File: src/rtl/chronos_pkg.sv
`default_nettype none
// ============================================================================
//  Module      : chronos_pkg
//  Description : Shared definitions for the pipeline hazard controller:
//                datapath widths, hazard FSM state encoding, the bundled
//                pipeline-control word and the load-use detection helper.
//  Revision    : 1.0 - initial release
// ============================================================================
package chronos_pkg;

    localparam int XLEN       = 32;
    localparam int REG_ADDR_W = 5;

    // ------------------------------------------------------------------
    // Hazard FSM state encoding
    // ------------------------------------------------------------------
    typedef logic [1:0] state_t;

    localparam state_t c_st_run       = 2'd0;  // normal flow
    localparam state_t c_st_lu_bubble = 2'd1;  // ID/EX holds the load-use bubble
    localparam state_t c_st_freeze    = 2'd2;  // data memory busy last cycle

    // ------------------------------------------------------------------
    // Pipeline control word, one field per controller output strobe
    // ------------------------------------------------------------------
    typedef struct packed {
        logic fetch_en;
        logic idex_en;
        logic exmem_en;
        logic ifid_flush;
        logic idex_flush;
        logic redirect_valid;
    } hz_ctrl_t;

    // Reset: stages held, both front-end registers loaded with bubbles.
    localparam hz_ctrl_t c_ctrl_reset    = hz_ctrl_t'(6'b000_110);
    // Memory busy: everything frozen, nothing flushed.
    localparam hz_ctrl_t c_ctrl_freeze   = hz_ctrl_t'(6'b000_000);
    // Mispredict: advance, squash the two younger instructions, redirect.
    localparam hz_ctrl_t c_ctrl_redirect = hz_ctrl_t'(6'b111_111);
    // Load-use: hold PC/IF-ID, insert a bubble into ID/EX, let the load go.
    localparam hz_ctrl_t c_ctrl_lu_stall = hz_ctrl_t'(6'b011_010);
    // Normal flow.
    localparam hz_ctrl_t c_ctrl_run      = hz_ctrl_t'(6'b111_000);

    // ------------------------------------------------------------------
    // Load-use hazard: a load in EX writes a non-zero register that the
    // instruction in IF/ID reads. Unused source fields arrive as x0, so
    // the rd != 0 test also filters them out.
    // ------------------------------------------------------------------
    function automatic logic load_use_hit(
        input logic                  mem_read,
        input logic                  reg_write,
        input logic [REG_ADDR_W-1:0] rd,
        input logic [REG_ADDR_W-1:0] rs1,
        input logic [REG_ADDR_W-1:0] rs2
    );
        return mem_read && reg_write && (rd != '0) &&
               ((rd == rs1) || (rd == rs2));
    endfunction

endpackage
`default_nettype wire

File: src/rtl/hazard_perf_cnt.sv
`default_nettype none
// ============================================================================
//  Module      : hazard_perf_cnt
//  Description : Free-running event counter with synchronous clear. Wraps
//                from 2^XLEN-1 back to 0.
//  Ports       : clk   - clock
//                rst   - synchronous clear, active-high (wins over inc)
//                inc   - count one event this cycle
//                count - current count
//  Revision    : 1.0 - initial release
// ============================================================================
module hazard_perf_cnt #(
    parameter int XLEN = chronos_pkg::XLEN
) (
    input  logic            clk,
    input  logic            rst,
    input  logic            inc,
    output logic [XLEN-1:0] count
);

    localparam logic [XLEN-1:0] c_one = {{(XLEN-1){1'b0}}, 1'b1};

    logic [XLEN-1:0] r_count;

    // Natural modulo-2^XLEN arithmetic provides the wrap.
    always_ff @(posedge clk) begin
        if (rst) begin
            r_count <= '0;
        end else if (inc) begin
            r_count <= r_count + c_one;
        end
    end

    assign count = r_count;

endmodule
`default_nettype wire

File: src/rtl/hazard_ctrl.sv
`default_nettype none
// ============================================================================
//  Module      : hazard_ctrl
//  Description : Pipeline hazard controller. Arbitrates data-memory freeze,
//                branch mispredict redirect and load-use stall, producing
//                same-cycle (Mealy) enables/flushes for the pipeline
//                registers, plus stall and redirect performance counters.
//  Ports       : clk, rst            - clock, synchronous active-high reset
//                ifid_rs1/rs2        - source regs of instruction in IF/ID
//                idex_mem_read/rd/reg_write - load info of instruction in EX
//                ex_is_branch/prediction/taken/target/pc4 - branch in EX
//                dmem_busy           - data memory not ready
//                fetch_en/idex_en/exmem_en  - pipeline register enables
//                ifid_flush/idex_flush      - bubble insertion strobes
//                redirect_valid/redirect_pc - PC redirect
//                stall_count/flush_count    - performance counters
//  Revision    : 1.0 - initial release
// ============================================================================
module hazard_ctrl #(
    parameter int XLEN = chronos_pkg::XLEN
) (
    input  logic                              clk,
    input  logic                              rst,
    input  logic [chronos_pkg::REG_ADDR_W-1:0] ifid_rs1,
    input  logic [chronos_pkg::REG_ADDR_W-1:0] ifid_rs2,
    input  logic                              idex_mem_read,
    input  logic [chronos_pkg::REG_ADDR_W-1:0] idex_rd,
    input  logic                              idex_reg_write,
    input  logic                              ex_is_branch,
    input  logic                              ex_prediction,
    input  logic                              ex_taken,
    input  logic [XLEN-1:0]                   ex_target,
    input  logic [XLEN-1:0]                   ex_pc4,
    input  logic                              dmem_busy,
    output logic                              fetch_en,
    output logic                              idex_en,
    output logic                              exmem_en,
    output logic                              ifid_flush,
    output logic                              idex_flush,
    output logic                              redirect_valid,
    output logic [XLEN-1:0]                   redirect_pc,
    output logic [XLEN-1:0]                   stall_count,
    output logic [XLEN-1:0]                   flush_count
);

    import chronos_pkg::*;

    state_t          r_state;
    state_t          w_next_state;
    hz_ctrl_t        w_ctrl;
    logic [XLEN-1:0] w_redirect_pc;
    logic            w_mispredict;
    logic            w_load_use;
    logic            w_lu_stall;
    logic            w_stall_inc;

    // ------------------------------------------------------------------
    // Hazard detection
    // ------------------------------------------------------------------
    assign w_mispredict = ex_is_branch && (ex_taken != ex_prediction);
    assign w_load_use   = load_use_hit(idex_mem_read, idex_reg_write,
                                       idex_rd, ifid_rs1, ifid_rs2);

    // In LU_BUBBLE the load has moved on and ID/EX holds the bubble, but
    // the ID/EX inputs can still show the same match for this one cycle;
    // masking it bounds the load-use stall to a single cycle.
    assign w_lu_stall = w_load_use && (r_state != c_st_lu_bubble);

    // ------------------------------------------------------------------
    // State register
    // ------------------------------------------------------------------
    always_ff @(posedge clk) begin
        if (rst) begin
            r_state <= c_st_run;
        end else begin
            r_state <= w_next_state;
        end
    end

    // ------------------------------------------------------------------
    // Next-state logic (reset handled in the state register)
    // ------------------------------------------------------------------
    always_comb begin
        w_next_state = c_st_run;
        if (dmem_busy) begin
            w_next_state = c_st_freeze;
        end else if (w_mispredict) begin
            w_next_state = c_st_run;
        end else if (w_lu_stall) begin
            w_next_state = c_st_lu_bubble;
        end
    end

    // ------------------------------------------------------------------
    // Output logic (Mealy). A mispredict seen during a freeze stays on the
    // frozen ID/EX inputs, so it is issued in the first non-busy cycle and
    // then squashed by its own idex_flush -- no extra pending state needed.
    // ------------------------------------------------------------------
    always_comb begin
        w_ctrl        = c_ctrl_run;
        w_redirect_pc = '0;
        if (rst) begin
            w_ctrl = c_ctrl_reset;
        end else if (dmem_busy) begin
            w_ctrl = c_ctrl_freeze;
        end else if (w_mispredict) begin
            w_ctrl        = c_ctrl_redirect;
            w_redirect_pc = ex_taken ? ex_target : ex_pc4;
        end else if (w_lu_stall) begin
            w_ctrl = c_ctrl_lu_stall;
        end
    end

    assign fetch_en       = w_ctrl.fetch_en;
    assign idex_en        = w_ctrl.idex_en;
    assign exmem_en       = w_ctrl.exmem_en;
    assign ifid_flush     = w_ctrl.ifid_flush;
    assign idex_flush     = w_ctrl.idex_flush;
    assign redirect_valid = w_ctrl.redirect_valid;
    assign redirect_pc    = w_redirect_pc;

    // ------------------------------------------------------------------
    // Performance counters. fetch_en is also low during reset, which must
    // not be counted, hence the explicit rst qualifier.
    // ------------------------------------------------------------------
    assign w_stall_inc = !rst && !w_ctrl.fetch_en;

    hazard_perf_cnt #(
        .XLEN  (XLEN)
    ) u_stall_cnt (
        .clk   (clk),
        .rst   (rst),
        .inc   (w_stall_inc),
        .count (stall_count)
    );

    hazard_perf_cnt #(
        .XLEN  (XLEN)
    ) u_flush_cnt (
        .clk   (clk),
        .rst   (rst),
        .inc   (w_ctrl.redirect_valid),
        .count (flush_count)
    );

endmodule
`default_nettype wire

File: config.mk
export PLATFORM = sky130hd
export DESIGN_NAME = hazard_ctrl
export DESIGN_NICKNAME = d
export VERILOG_FILES = /design/src/rtl/chronos_pkg.sv /design/src/rtl/hazard_perf_cnt.sv /design/src/rtl/hazard_ctrl.sv
export SDC_FILE = /design/constraint.sdc
export NUM_CORES = 1
export LEC_CHECK = 0
export ABC_AREA = 1
export CAP_MARGIN = 20
export CORE_MARGIN = 4
export CORE_UTILIZATION = 46
export CTS_BUF_LIST = sky130_fd_sc_hd__clkbuf_4 sky130_fd_sc_hd__clkbuf_8 sky130_fd_sc_hd__clkbuf_16
export DETAILED_ROUTE_END_ITERATION = 12
export GPL_ROUTABILITY_DRIVEN = 0
export PLACE_DENSITY = 0.86
export SYNTH_ARGS = -nofsm -noshare
export SYNTH_HDL_FRONTEND = slang
export SYNTH_SLANG_ARGS = --single-unit
File: constraint.sdc
create_clock -name clk -period 2.94 [get_ports clk]
set_clock_uncertainty 0.05 [all_clocks]
set_input_delay 0.588 -clock clk [delete_from_list [all_inputs] [get_ports clk]]
set_output_delay 0.588 -clock clk [all_outputs]
set_load 0.05 [all_outputs]
# After elaboration in Yosys (flattened, before gate mapping)
# Cells that the tools add are included.
[classes]
n_reduce_logical = 11
n_eq_ne = 4
muxes = 11
n_addsub = 2
[ops]
columns = ["op", "n"]
rows = [
  ["$mux 32", 4],
  ["$add 32x1->32 const B", 2],
  ["$mux 6", 4],
  ["$eq 5x5->1", 2],
  ["$logic_and 1x1->1", 6],
  ["$reduce_bool 5->1", 1],
  ["$reduce_or 3->1", 1],
  ["$logic_not 1->1", 2],
  ["$mux 1", 2],
  ["$mux 2", 1],
  ["$ne 2x1->1 const B", 1],
  ["$logic_or 1x1->1", 1],
  ["$ne 1x1->1", 1],
]
[word_totals]
out_inout_bits = 102
elab_cells = 32
input_bits = 87
reg_bits = 66

# Logic depth before layout (Yosys ltp)
# Gate-level depths: netlist of run 1.
[depth]
word_depth = 10
ltp_mapped = 13
depth_no_buf = 12

# Hierarchy
# Synthesis of run 1 repeated with hierarchy kept, for this count alone.
[unflattened]
cells_unflattened = 710
area_unflattened_um2 = 4526.8
[modules_own_cells]
columns = ["mod", "seq_area_each_um2", "area_per_inst_um2", "cells_per_inst", "instances"]
rows = [
  ["hazard_perf_cnt", 640.6, 1793.0, 263, 2],
  ["hazard_ctrl", 40.0, 940.9, 184, 1],
]

# Worst setup path before layout of run 1
# OpenSTA, ideal clock, no wires.
[synth_timing]
path_kind = "input to output"
startpoint = "input rst"
endpoint = "output redirect_pc[10]"
t_arrival_ps = 2093
n_path_buf = 2
required_ps = 2302
path_slack_ps = 209
stages = 7
path_cell_list = "buf_2 > inv_2 > nand2_1 > nor2_4 > inv_2 > clkbuf_1 > a21oi_1"
[synth_between]
elab_chain_len = 1
[synth_rtl]
columns = ["item", "line", "text"]
rows = [
  ["from (decl)", "hazard_ctrl.sv:23", "input logic rst,"],
  ["$mux 32", "hazard_ctrl.sv:102", "if (rst) begin"],
  ["to (decl)", "hazard_ctrl.sv:41", "output logic [XLEN-1:0] redirect_pc,"],
]
# Every way passes these cells.

# Worst setup path after layout of run 1
[layout_timing]
startpoint = "input dmem_busy"
endpoint = "output redirect_pc[6]"
[layout_between]
elab_chain_len = 2
[layout_rtl]
columns = ["item", "line", "text"]
rows = [
  ["from (decl)", "hazard_ctrl.sv:34", "input logic dmem_busy,"],
  ["$mux 32", "hazard_ctrl.sv:104", "end else if (dmem_busy) begin"],
  ["$mux 32", "hazard_ctrl.sv:102", ""],
]
# Every way passes these cells.

==> metrics.yaml, run 1 <==
status:
  status: "finished, final reports clean"
yosys:
  yosys_warnings: 0
  syn_avg_cell_area_sq_um: 5.95
  synth_most_common_cell: "nand2_1"
  synth.top_cells.by_count: "nand2_1 (224), nor2_1 (100), a21oi_1 (82)"
  syn_area_sq_um: 4210
  async_flop_share: 0
  ys_seq_elements: 66
  synthCells: 707
  ys_types: 36
  synth_nets: 796
  synthTopCellsByArea: "dfxtp_1 (31%), nand2_1 (20%), a21oi_1 (9.8%)"
  synth_edf_count: 0
  seq_area_frac_synth: 0.314
  synth_ff_type: "dfxtp_1"
  post-synth-top-area-cell: "dfxtp_1"
  yosysTopAreaCellShare: 0.314
clock_tree:
  cts_tree: "yes"
  numClockSinks: 66
  cts_max_level: 3
  clk_path_buf_depth: 2
  post_cts_buffers: 0
  cts_buffers: 9
  cts.root.buffer_cell: "clkbuf_8"
  cts.clk_slew.worst_paths_ns: 0.07
  clk_latency_ns: 0.35
  cts_hold_buf: 0
global_routing:
  grt_pass1_wl_um: 24700
  grt_max_degree: 53
  grtUsageTotal: 0.276
  grt-ovfl-total: 0
  grt_antenna_before_repair: 0
  grt_pass1_vias: 5230
placement:
  dp_hpwl_um: 11700
  dp_slack_ns: 0.127
  dp.cells: 987
  portBuffers: 188
floorplanning:
  dieArea_sq_um: 10700
  start_util: 0.478
  rows: 34
  coreArea_sq_um: 8810
  die_width_um: 104
  ios: 189
  die_h_um: 104
setup_path:
  cp_slowest_cell: "clkdlybuf4s50_1"
  r2r-start: "u_flush_cnt.count[0]"
  criticalPathCategory: "input port to output port"
  worstPathArrival_ns: 2.19
  regToRegSetupSlack_ns: 0.97
  max_stage_delay_ns: 0.41
  end_kind: "output port"
  reg2regPathDepth: 9
  cp.required_ns: 2.30
  worstSetupStartpointType: "input port"
  critPathMaxFanout: 33
  crit_end: "redirect_pc[6]"
  crit_path_cell_trace: "clkdlybuf4s50_1 -> inv_1 -> nand2_1 -> nor2_4 -> inv_2 -> a21oi_1 -> buf_12"
  reg2reg_to: "u_flush_cnt.count[30]"
  worstSetupStartpoint: "dmem_busy"
sta:
  finalHoldViolCount: 0
  worst_pin_slew_ns: 0.598
  rsz0062_at_grt: "yes"
  setup_viol: 0
  fin_crit_ns: 2.83
  fmax_ghz: 0.353
  fin_crit_sh: 0.963
  slew_violations: 0
  setup_slack_ns: 0.109
  relSlewSlack: 0.597
power:
  ir_drop_uv: 242
  seq_power_share: 0.441
  p_int_mw: 1.49
  combPwrFrac: 0.196
  power_density_nw_per_um2: 303
  p_sw_mw: 0.555
  leakagePower_nw: 2.76
  p_clk_frac: 0.363
  power.share.switching: 0.271
finish:
  final_cells: 1003
  layout-drive-gt1-share: 0.0994
  antenna_cells: 0
  fin_util: 0.768
  layout.nets: 979
  syn_to_final_growth_pct: 60.7
run:
  timing.max_cap.violations: 0
detailed_routing:
  remaining_drc_errors: 0
  ant_nets: 0
  vias: 5294
  drtPass1Iterations: 4
  drtIter0Drc: 271
  wl_per_cell_um: 15.0
  vias_per_cell: 5.28
  routed_wl_um: 15100
worst_hold_path:
  hold_class: "flip-flop to flip-flop"
[state kept, by name, indices dropped and copies added (netlist names)]
| signal | count |
|---|---|
| r_state | 2 |
| u_stall_cnt.count | 32 |
| u_flush_cnt.count | 32 |
[layer usage]
metal  routed length, um  global-route usage
met4                 598               0.122
met5                   0                   0
met1                6030               0.317
met2                7540               0.481
met3                 907              0.0728
[layout make-up]
cell class / instances / area, sq um
multi-input cells: 539 / 2480
repair buffers: 198 / 2350
fillers: 651 / 2040
flip-flops and latches: 66 / 1320
inverters: 76 / 285
well taps: 108 / 135
clock buffers: 10 / 131
clock inverters: 6 / 57.6
[stage by stage]
step                instance area [sq um]  power [mW]  setup TNS (ns)  hold WS (ns)
floorplan                            4210        1.10               0         0.582
finish                               6760        2.05               0         0.456
global placement                     6580        1.32               0         0.426
CTS                                  6760        2.06               0         0.453
global route                         6760        2.13         -0.0312         0.474
detailed placement                   6580        1.32               0         0.432
[cells by family (layout without fill, tap and decap cells)]
group	Yosys count	count (layout)	share of synthesized area
XOR/XNOR	12	12	0.0250
AO/OA/AOI/OAI	97	97	0.120
adder cells (fa/ha/maj)	2	2	0.00595
flip-flops	66	66	0.314
AND/OR/NAND/NOR	428	428	0.440
buffers and inverters	102	290	0.0957
[layout by cell type (no fill, tap or decap), types with 4 or more instances in the layout]
cell / Yosys / layout
nand4_1: 13 / 13
nand3_1: 56 / 56
dfxtp_1: 66 / 66
clkinv_2: 0 / 4
xor2_1: 6 / 6
nor2_2: 6 / 6
xnor2_1: 6 / 6
a31oi_1: 4 / 4
nand2_2: 4 / 4
clkbuf_8: 0 / 9
buf_12: 0 / 39
clkdlybuf4s50_1: 0 / 150
inv_1: 70 / 70
nor3_1: 9 / 9
a21oi_1: 82 / 82
inv_2: 6 / 6
buf_4: 2 / 9
o21ai_0: 5 / 5
nand2_1: 224 / 224
nor2_1: 100 / 100
[worst min path at each step]
stage	cells past startpoint	slack, ns	to	start
global placement	1	0.43	u_flush_cnt.count[3]	u_flush_cnt.count[3]
finish	2	0.46	u_flush_cnt.count[31]	u_flush_cnt.count[31]
detailed placement	1	0.43	u_flush_cnt.count[3]	u_flush_cnt.count[3]
floorplan	5	0.58	r_state[0]	r_state[0]
CTS	2	0.45	u_flush_cnt.count[31]	u_flush_cnt.count[31]
global route	2	0.47	u_flush_cnt.count[31]	u_flush_cnt.count[31]
[repair_timing]
item                                   4_1_cts  5_1_grt
setup endpoints to repair                    0        2
endpoints found under the hold margin        0        0
gates resized for setup                      0        0
[critical path, delay by kind of cell]
family | cells | cell delay, ns
buf+inv | 4 | 0.95
simple gates | 2 | 0.31
compound gates | 1 | 0.33
[power by group through the flow]
stage | Sequential [mW] | Clock (mW) | Combinational [mW]
2_1_floorplan | 0.936 | 0 | 0.164
3_3_place_gp | 0.924 | 0 | 0.392
3_5_place_dp | 0.924 | 0 | 0.397
4_1_cts | 0.903 | 0.758 | 0.399
5_1_grt | 0.904 | 0.797 | 0.427
6_report | 0.903 | 0.744 | 0.401
Note: power is estimated with default switching activity, not from simulation.
==> run 2: changes to the inputs <==
--- a/config.mk
+++ b/config.mk
@@ -7,12 +7,11 @@
 export LEC_CHECK = 0
 export ABC_AREA = 1
 export CAP_MARGIN = 20
-export CORE_MARGIN = 4
-export CORE_UTILIZATION = 46
-export CTS_BUF_LIST = sky130_fd_sc_hd__clkbuf_4 sky130_fd_sc_hd__clkbuf_8 sky130_fd_sc_hd__clkbuf_16
+export CORE_UTILIZATION = 47
+export CTS_BUF_LIST = sky130_fd_sc_hd__clkbuf_4
 export DETAILED_ROUTE_END_ITERATION = 12
 export GPL_ROUTABILITY_DRIVEN = 0
-export PLACE_DENSITY = 0.86
+export PLACE_DENSITY = 0.88
 export SYNTH_ARGS = -nofsm -noshare
 export SYNTH_HDL_FRONTEND = slang
 export SYNTH_SLANG_ARGS = --single-unit
==> metrics.yaml, run 2 (synthesis gave the netlist of run 1 again) <==
finish:
  layout-drive-gt1-share: 0.0984
  multi_input_area_sq_um: 2480
  register_area_sq_um: 1320
  fill_cells: 628
  final_common_cell: "nand2_1"
  layout.nets: 978
  final_cell_area_sq_um: 6740
  layout_common_cells: "nand2_1 (224), clkdlybuf4s50_1 (150), nor2_1 (100), a21oi_1 (82), inv_1 (70)"
  fin_util: 0.777
  antenna_cells: 0
  syn_to_final_growth_pct: 60.2
power:
  total_power_mw: 2.00
  leakagePower_nw: 2.75
  seq_power_share: 0.452
  combPwrFrac: 0.203
  p_int_mw: 1.44
  power.share.switching: 0.278
  p_clk_frac: 0.345
  p_sw_mw: 0.556
  ir_drop_uv: 236
  power_density_nw_per_um2: 296
clock_tree:
  clk_latency_ns: 0.43
  cts_hold_buf: 0
  cts.clk_slew.worst_paths_ns: 0.10
  clk_path_buf_depth: 2
  post_cts_resize_count: 0
  numClockSinks: 66
  cts_buffers: 9
  cts.root.buffer_cell: "clkbuf_4"
  post_cts_buffers: 0
  cts_tree: "yes"
  cts_max_level: 3
sta:
  relSlewSlack: 0.585
  worst_pin_slew_ns: 0.616
  fin_crit_sh: 0.956
  slew_violations: 0
  fin_crit_ns: 2.81
  rsz0062_at_grt: "no"
  setup_viol: 0
  finalHoldViolCount: 0
  fmax_ghz: 0.356
  setup_slack_ns: 0.130
  tns_ns: 0
placement:
  dp_hpwl_um: 11100
  portBuffers: 188
  postPlaceCellArea_sq_um: 6580
  dp_slack_ns: 0.158
detailed_routing:
  routed_wl_um: 14400
  vias: 5298
  drtPass1Iterations: 5
  wl_per_cell_um: 14.4
  remaining_drc_errors: 0
  drtIter0Drc: 222
  vias_per_cell: 5.29
  ant_nets: 0
floorplanning:
  die_h_um: 96.6
  ios: 189
  dieArea_sq_um: 9340
  die_width_um: 96.6
  start_util: 0.485
  rows: 34
  coreArea_sq_um: 8680
global_routing:
  grtUsageTotal: 0.308
  grt_pass1_wl_um: 23800
  grt_pass1_vias: 5003
  grt-ovfl-total: 0
  grt_antenna_before_repair: 0
  grt_max_degree: 51
setup_path:
  regToRegSetupSlack_ns: 0.92
  reg2reg_to: "u_flush_cnt.count[30]"
  criticalPathCategory: "input port to output port"
  critPathMaxFanout: 32
  cp.required_ns: 2.30
  worstSetupStartpoint: "ex_taken"
  end_kind: "output port"
  crit_end: "redirect_pc[7]"
  reg2regPathDepth: 9
  worstPathArrival_ns: 2.17
  worstSetupStartpointType: "input port"
  r2r-start: "u_flush_cnt.count[0]"
worst_hold_path:
  min_path_cells: 2
  hold_class: "flip-flop to flip-flop"
  hp-start: "u_stall_cnt.count[1]"
status:
  status: "finished, final reports clean"
run:
  timing.max_cap.violations: 0
-- run 2: cell count changes in the layout (fill, tap and decap cells not counted), sizes merged --
| cell | delta |
|---|---|
| buf | -1 |
| clkinv | -1 |
| bufinv | +1 |
| clkinvlp | +1 |
| clkbuf | -1 |
-- run 2: metrics by stage --
step | hold slack, ns | cells
final | 0.452 | 1002
after detailed placement | 0.431 | 986
after CTS | 0.453 | 1002
after global placement | 0.423 | 986
after floorplan | 0.582 | 707
after global routing | 0.484 | 1002
-- run 2: critical path: stages --
cell	delay (ns)
clkdlybuf4s50_1	0.51
inv_2	0.05
nand2_2	0.07
nand3_4	0.08
nor2_4	0.11
inv_2	0.06
buf_12	0.16
a21oi_1	0.34
buf_12	0.19
-- run 2: power by group through the flow --
stage	Clock (mW)	Combinational, mW	Sequential (mW)
global placement	0	0.394	0.923
finish	0.689	0.405	0.903
floorplan	0	0.164	0.936
detailed placement	0	0.399	0.924
global route	0.742	0.429	0.905
CTS	0.695	0.402	0.903
-- run 2: final cells by class --
cell class / count / area share
inverters: 76 / 0.0423
repair buffers: 197 / 0.349
clock inverters: 7 / 0.0139
clock buffers: 9 / 0.0100
well taps: 108 / 0.0200
multi-input cells: 539 / 0.368
flip-flops and latches: 66 / 0.196
-- run 2: how the worst min path moves through the flow --
stage / endpoint / slack [ns]
floorplan: r_state[0] / 0.58
global placement: u_flush_cnt.count[3] / 0.42
detailed placement: u_flush_cnt.count[3] / 0.43
CTS: u_stall_cnt.count[1] / 0.45
global route: u_stall_cnt.count[1] / 0.48
finish: u_stall_cnt.count[1] / 0.45
-- run 2: routing by layer --
metal | GRT usage | wire length (um)
met1 | 0.373 | 5940
met2 | 0.525 | 6930
met3 | 0.0903 | 1160
met5 | 0 | 0
met4 | 0.0953 | 413
